===== src/rtl/pixel_scheduler.sv =====
// pixel_scheduler: frame-level sequencer for a bank of LANES Mandelbrot
// iteration cores. It walks the screen tile by tile in row-major order, where
// one tile is LANES horizontally adjacent pixels. For each tile it resets and
// starts the cores, gathers every lane's iteration count and then writes the
// counts to the frame buffer one pixel per cycle.
module pixel_scheduler #(
  parameter int H_RES      = 800,
  parameter int V_RES      = 600,
  parameter int LANES      = 4,
  parameter int SETTLE_CYC = 2,
  parameter int ITER_W     = 8,
  parameter int ADDR_W     = 19
) (
  input  logic                      clk,
  input  logic                      rst_n,
  input  logic                      frame_start,
  input  logic [1:0]                zoom_in,
  output logic                      busy,
  output logic                      frame_done,
  output logic [15:0]               i_x,
  output logic [15:0]               i_y,
  output logic [1:0]                zoom_level,
  output logic                      rstMBT,
  output logic                      start,
  input  logic [LANES-1:0]          mbt_done,
  input  logic [LANES*ITER_W-1:0]   mbt_iter,
  output logic                      wr_en,
  output logic [ADDR_W-1:0]         wr_addr,
  output logic [ITER_W-1:0]         wr_data
);

  // Width of the lane index and of the settle down-counter. Both are kept at
  // least one bit wide so the degenerate LANES=1 / SETTLE_CYC<=1 builds work.
  localparam int LW = (LANES > 1) ? $clog2(LANES) : 1;
  localparam int SW = (SETTLE_CYC > 1) ? $clog2(SETTLE_CYC) : 1;

  // Tile geometry constants, sized to the registers they are compared with.
  localparam logic [15:0]       X_LAST      = 16'(H_RES - LANES);
  localparam logic [15:0]       Y_LAST      = 16'(V_RES - 1);
  localparam logic [15:0]       X_STEP      = 16'(LANES);
  localparam logic [ADDR_W-1:0] A_STEP      = ADDR_W'(LANES);
  localparam logic [LW-1:0]     LANE_LAST   = LW'(LANES - 1);
  localparam logic [SW-1:0]     SETTLE_LOAD = SW'((SETTLE_CYC > 0) ? (SETTLE_CYC - 1) : 0);

  typedef enum logic [2:0] {
    S_IDLE   = 3'd0,
    S_RST    = 3'd1,
    S_SETTLE = 3'd2,
    S_START  = 3'd3,
    S_WAIT   = 3'd4,
    S_WRITE  = 3'd5,
    S_ADV    = 3'd6,
    S_DONE   = 3'd7
  } state_t;

  // Control state.
  state_t              state_r;
  state_t              state_s;

  // Tile position. x_r/y_r drive i_x/i_y directly, so they only move when
  // ADV hands over to the next tile.
  logic [15:0]         x_r;
  logic [15:0]         x_s;
  logic [15:0]         y_r;
  logic [15:0]         y_s;

  // Linear address of lane 0 of the current tile. It is stepped by LANES
  // per tile, so y*H_RES + x is never computed with a multiplier.
  logic [ADDR_W-1:0]   base_r;
  logic [ADDR_W-1:0]   base_s;

  logic [LW-1:0]       lane_r;
  logic [LW-1:0]       lane_s;
  logic [SW-1:0]       settle_r;
  logic [SW-1:0]       settle_s;
  logic [1:0]          zoom_r;
  logic [1:0]          zoom_s;

  // Per-lane "already finished" flags and the counts captured with them.
  logic [LANES-1:0]    sticky_r;
  logic [LANES-1:0]    sticky_s;
  logic [ITER_W-1:0]   cap_r [LANES];
  logic [ITER_W-1:0]   cap_s [LANES];

  // Registered output copies.
  logic                busy_r;
  logic                frame_done_r;
  logic                rst_mbt_r;
  logic                start_r;
  logic                wr_en_r;
  logic [ADDR_W-1:0]   wr_addr_r;
  logic [ITER_W-1:0]   wr_data_r;

  // Next-state, tile-walk and capture logic; everything holds by default.
  always_comb begin
    state_s  = state_r;
    x_s      = x_r;
    y_s      = y_r;
    base_s   = base_r;
    lane_s   = lane_r;
    settle_s = settle_r;
    zoom_s   = zoom_r;
    sticky_s = sticky_r;
    cap_s    = cap_r;

    case (state_r)
      S_IDLE: begin
        if (frame_start) begin
          zoom_s  = zoom_in;
          x_s     = 16'd0;
          y_s     = 16'd0;
          base_s  = '0;
          state_s = S_RST;
        end else begin
          state_s = S_IDLE;
        end
      end

      S_RST: begin
        sticky_s = '0;
        settle_s = SETTLE_LOAD;
        if (SETTLE_CYC == 0) begin
          state_s = S_START;
        end else begin
          state_s = S_SETTLE;
        end
      end

      S_SETTLE: begin
        if (settle_r == '0) begin
          state_s = S_START;
        end else begin
          settle_s = settle_r - SW'(1'b1);
          state_s  = S_SETTLE;
        end
      end

      // The cores may still be showing done from the previous tile here, so
      // mbt_done is deliberately not looked at in this state.
      S_START: begin
        state_s = S_WAIT;
      end

      // A lane's count is taken only on its first done; later pulses on the
      // same lane are ignored. Bits set this cycle count towards "all done".
      S_WAIT: begin
        for (int k = 0; k < LANES; k++) begin
          if (mbt_done[k] && !sticky_r[k]) begin
            sticky_s[k] = 1'b1;
            cap_s[k]    = mbt_iter[k*ITER_W +: ITER_W];
          end else begin
            sticky_s[k] = sticky_r[k];
          end
        end
        if (&sticky_s) begin
          lane_s  = '0;
          state_s = S_WRITE;
        end else begin
          state_s = S_WAIT;
        end
      end

      S_WRITE: begin
        if (lane_r == LANE_LAST) begin
          state_s = S_ADV;
        end else begin
          lane_s  = lane_r + LW'(1'b1);
          state_s = S_WRITE;
        end
      end

      S_ADV: begin
        base_s = base_r + A_STEP;
        if (x_r == X_LAST) begin
          x_s = 16'd0;
          y_s = y_r + 16'd1;
        end else begin
          x_s = x_r + X_STEP;
          y_s = y_r;
        end
        if ((x_r == X_LAST) && (y_r == Y_LAST)) begin
          state_s = S_DONE;
        end else begin
          state_s = S_RST;
        end
      end

      S_DONE: begin
        state_s = S_IDLE;
      end

      default: begin
        state_s = S_IDLE;
      end
    endcase
  end

  // State, datapath and output registers. Outputs are decoded from the next
  // state so that each strobe is high exactly while its state is current.
  always_ff @(posedge clk) begin
    if (!rst_n) begin
      state_r      <= S_IDLE;
      x_r          <= 16'd0;
      y_r          <= 16'd0;
      base_r       <= '0;
      lane_r       <= '0;
      settle_r     <= '0;
      zoom_r       <= 2'd0;
      sticky_r     <= '0;
      for (int k = 0; k < LANES; k++) begin
        cap_r[k] <= '0;
      end
      busy_r       <= 1'b0;
      frame_done_r <= 1'b0;
      rst_mbt_r    <= 1'b0;
      start_r      <= 1'b0;
      wr_en_r      <= 1'b0;
      wr_addr_r    <= '0;
      wr_data_r    <= '0;
    end else begin
      state_r      <= state_s;
      x_r          <= x_s;
      y_r          <= y_s;
      base_r       <= base_s;
      lane_r       <= lane_s;
      settle_r     <= settle_s;
      zoom_r       <= zoom_s;
      sticky_r     <= sticky_s;
      cap_r        <= cap_s;
      busy_r       <= (state_s != S_IDLE);
      frame_done_r <= (state_s == S_DONE);
      rst_mbt_r    <= (state_s == S_RST);
      start_r      <= (state_s == S_START);
      wr_en_r      <= (state_s == S_WRITE);
      if (state_s == S_WRITE) begin
        // cap_s is used so a lane captured on the last WAIT cycle is
        // already visible to the first write.
        wr_addr_r <= base_r + ADDR_W'(lane_s);
        wr_data_r <= cap_s[lane_s];
      end else begin
        wr_addr_r <= wr_addr_r;
        wr_data_r <= wr_data_r;
      end
    end
  end

  assign busy       = busy_r;
  assign frame_done = frame_done_r;
  assign i_x        = x_r;
  assign i_y        = y_r;
  assign zoom_level = zoom_r;
  assign rstMBT     = rst_mbt_r;
  assign start      = start_r;
  assign wr_en      = wr_en_r;
  assign wr_addr    = wr_addr_r;
  assign wr_data    = wr_data_r;

endmodule


===== config.mk =====
export PLATFORM = sky130hd
export DESIGN_NAME = pixel_scheduler
export DESIGN_NICKNAME = d
export VERILOG_FILES = /design/src/rtl/pixel_scheduler.sv
export SDC_FILE = /design/constraint.sdc
export NUM_CORES = 1
export LEC_CHECK = 0
export BUFFER_PORTS_ARGS = -buffer_cell sky130_fd_sc_hd__buf_2
export CORE_MARGIN = 2
export CORE_UTILIZATION = 60
export DETAILED_ROUTE_END_ITERATION = 16
export HOLD_SLACK_MARGIN = 0.08
export PLACE_DENSITY = 0.91
export SLEW_MARGIN = 20
export SYNTH_ARGS = -nofsm -noshare
export SYNTH_HDL_FRONTEND = slang
export SYNTH_SLANG_ARGS = --single-unit

===== constraint.sdc =====
create_clock -name clk -period 5.4 [get_ports clk]
set_input_delay 0.54 -clock clk [delete_from_list [all_inputs] [get_ports clk]]
set_output_delay 0.54 -clock clk [all_outputs]
set_load 0.1 [all_outputs]

==> results.yml <==
die:
  dieWidth_um: 101.7
  ios: 107
  rows: 35
  initial_core_util_pct: 61.96
  core-area_um2: 9240
  dieArea_um2: 10340
  die_h_um: 101.7
status:
  status: "completed"
placement:
  portBuffers: 104
  placed_cell_area_um2: 6237
  place_ws_ps: 2644
  hpwl_mm: 9.160
  gp_congestion: 0.9037
synth:
  synthTopCellsByArea: "dfxtp_1 43%, mux2i_1 9.6%, nor2b_1 5.2%"
  synthFlopType: "dfxtp_1"
  syn_area_um2: 5725
  syn_inst: 647
  seq_area_frac_synth_pct: 43.01
  syn_avg_cell_area_um2: 8.849
  ys_ff_latch: 123
  yosysTopAreaCell: "dfxtp_1"
  synth_async_sr_flop_share_pct: 0
  synth_edf_count: 0
  synth_top_area_share_pct: 43.01
  yosysWarningCount: 0
  synth_cell_types: 49
hold_path:
  hp-class: "in2reg"
  worst_hold_path.num_cells: 3
finish:
  final_layout_size_suffix_gt1_share_pct: 19.71
  multi_input_area_um2: 3063
  seq_area_um2: 2462
  postLayoutCellArea_um2: 6838
  antenna_cells: 0
  num-fill-cells: 598
  areaGrowthSynthToFinish_pct: 19.43
  final_util_pct: 74.00
  num-nets-final: 779
detailed_routing:
  ant_nets: 0
  wl_per_cell_um: 17.38
  vias: 5268
  wl_mm: 15.21
  dr.pass1.iters: 9
  drt_iter0_drc: 503
  vias_per_cell: 6.021
  drc: 0
global_route:
  met1_usage_pct: 36.17
  grt_overflow: 0
  top_usage_layer: "met2"
  grt_pass1_vias: 5044
  grtUsageMet3_pct: 7.591
  grt_pass1_wl_mm: 24.41
  grt_max_degree: 57
  met2_usage_pct: 49.34
  antenna_found_initial: 0
  grt_use_total_pct: 29.96
pwr:
  ir_worst_vdd_uv: 230.6
  internal_power_mw: 1.682
  clkPwrFrac_pct: 47.7
  switching_share_pct: 29.13
  p_per_area_nw_per_um2: 347.1
  p_sw_mw: 0.6914
  p_seq_share_pct: 40.4
  p_comb_share_pct: 11.9
  p_leak_nw: 2.970
setup_path:
  crit_path_end_kind: "register"
  crit_required_ps: 5820
  cp-start-kind: "register"
  endpoint: "wr_data[6]$_SDFFE_PN0P_"
  ff2ff_setup_slack_ps: 2380
  reg2reg_to: "wr_data[6]$_SDFFE_PN0P_"
  crit_start: "state_r[2]$_SDFF_PN0_"
  crit_type: "reg2reg"
  cp_max_fo: 18
  arrival_ps: 3450
  worst-r2r-cell-count: 6
  rr_startpoint: "state_r[2]$_SDFF_PN0_"
clock_tree:
  clkSinkCount: 123
  cts-root-buf: "clkbuf_8"
  ctsResizeCount: 0
  tritoncts: "done"
  ctsLongestPathBuffers: 2
  path_clk_slew_ps: 60
  cts_setup_buffers: 0
  htreeDepth: 4
  clock_latency_ps: 530
  cts_buffers: 17
  cts_hold_buf: 0
sta:
  rsz0062_at_grt: "false"
  slew_headroom_pct: 38.98
  fin_skew_ps: 6.135
  final-max-slew-violation-count: 0
  hold_violations: 0
  fin_setup_tns_ps: 0
  fmax_mhz: 330.6
  finalCritPeriodShare_pct: 56.01
  finalWorstSetupSlack_ps: 2375
  fin_crit_ps: 3025
  setup_violations: 0
  worst_pin_slew_ps: 915.3
  holdWs_ps: 282.5
flow_run:
  drv_cap: 0
==> cell type report <==
| type | instances | share of cell area [%] |
|---|---|---|
| Tap cell | 129 | 2.360 |
| Multi-Input combinational cell | 479 | 44.79 |
| Clock inverter | 15 | 2.617 |
| Sequential cell | 123 | 36.01 |
| Timing Repair Buffer | 106 | 7.832 |
| Inverter | 6 | 0.3294 |
| Clock buffer | 17 | 6.057 |
==> metrics by stage <==
| stage | power, mW | cells |
|---|---|---|
| 2_1_floorplan | 1.208 | 649 |
| 3_3_place_gp | 1.241 | 843 |
| 3_5_place_dp | 1.248 | 843 |
| 4_1_cts | 2.369 | 875 |
| 5_1_grt | 2.437 | 875 |
| 6_report | 2.373 | 875 |
==> metal layers <==
| layer | vias to the layer above | part of all wire (%) |
|---|---|---|
| met3 | 56 | 7.4 |
| met2 | 290 | 49 |
| li1 | 2429 | - |
| met5 | - | 0 |
| met4 | 0 | 3.6 |
| met1 | 2493 | 40 |
==> state kept, by name, summed over array words and instances, names as in the netlist, 3 cells and up <==
name	count
state_r	3
wr_data	8
i_x	14
wr_addr	19
sticky_r	4
i_y	16
cap_r	32
base_r	17
==> critical path, stage by stage, from the launching register on <==
cell and delay [ps]:
dfxtp_1 630, nor3b_1 750, nand3b_1 640, mux2i_1 500, mux2i_1 130, a22oi_1 200
nand2_1 70
==> synthesized netlist by cell type, types with 3 or more instances <==
library cell	count
nand2_1	77
inv_1	6
and2_1	18
nand4_1	11
dfxtp_1	123
nor3_1	16
nor3b_1	7
a21boi_0	16
a21oi_1	24
nor4_1	4
buf_4	3
and3_1	8
nor2b_1	48
ha_1	5
nand3b_1	6
buf_2	4
clkbuf_1	31
o211ai_1	5
buf_6	3
o211a_1	9
nor2_1	40
nand2b_1	3
a22oi_1	12
mux2i_1	55
xor2_1	12
o221a_2	3
xnor2_1	8
nand3_1	26
o21a_1	6
o21ai_0	25
and4_1	4
o22ai_1	3
a31oi_1	4
or3_1	4
==> power by group through the flow <==
stage	logic [mW]	registers, mW	clock network (mW)
2_1_floorplan	0.168	1.04	0
5_1_grt	0.301	0.962	1.17
3_3_place_gp	0.266	0.975	0
4_1_cts	0.278	0.958	1.13
3_5_place_dp	0.271	0.976	0
6_report	0.283	0.959	1.13
==> cell families (layout without fill, tap and decap cells) <==
| kind of cell | count (synthesis) | count (layout) | synth area share, % |
|---|---|---|---|
| AO/OA/AOI/OAI | 114 | 114 | 13.59 |
| XOR/XNOR | 20 | 20 | 3.059 |
| adder cells (fa/ha/maj) | 5 | 5 | 1.093 |
| buffers and inverters | 47 | 144 | 3.759 |
| flip-flops | 123 | 123 | 43.01 |
| multiplexers | 55 | 55 | 9.615 |
| other | 1 | 3 | 0.06550 |
| AND/OR/NAND/NOR | 282 | 282 | 25.81 |
==> layout by cell type, fill, tap and decap left out, drive strengths merged, types with 5 or more instances in the layout <==
cell type  netlist  routed
o211a            9       9
and3             8       8
nand4           11      11
nor3b            8       8
nor2b           48      48
a21boi          16      16
a21oi           25      25
a22oi           12      12
nor2            40      40
and2            19      19
nand3b           6       6
o21a             6       6
buf             10     106
dfxtp          123     123
o21ai           25      25
inv              6      13
mux2i           55      55
clkbuf          31      17
nand3           26      26
xor2            12      12
nor3            16      16
o211ai           5       5
ha               5       5
xnor2            8       8
nand2           77      77
==> how the worst min path moves through the flow <==
| stage | from | endpoint |
|---|---|---|
| global placement | wr_addr[1]$_SDFFE_PN0P_ | wr_addr[1]$_SDFFE_PN0P_ |
| global route | mbt_iter[30] | cap_r[6]$_SDFF_PN0_ |
| finish | zoom_in[1] | zoom_level[1]$_SDFFE_PN0P_ |
| CTS | zoom_in[1] | zoom_level[1]$_SDFFE_PN0P_ |
| floorplan | base_r[11]$_SDFFE_PN0P_ | wr_addr[11]$_SDFFE_PN0P_ |
| detailed placement | wr_data[1]$_SDFFE_PN0P_ | wr_data[1]$_SDFFE_PN0P_ |
(Power assumes the default switching activity.)
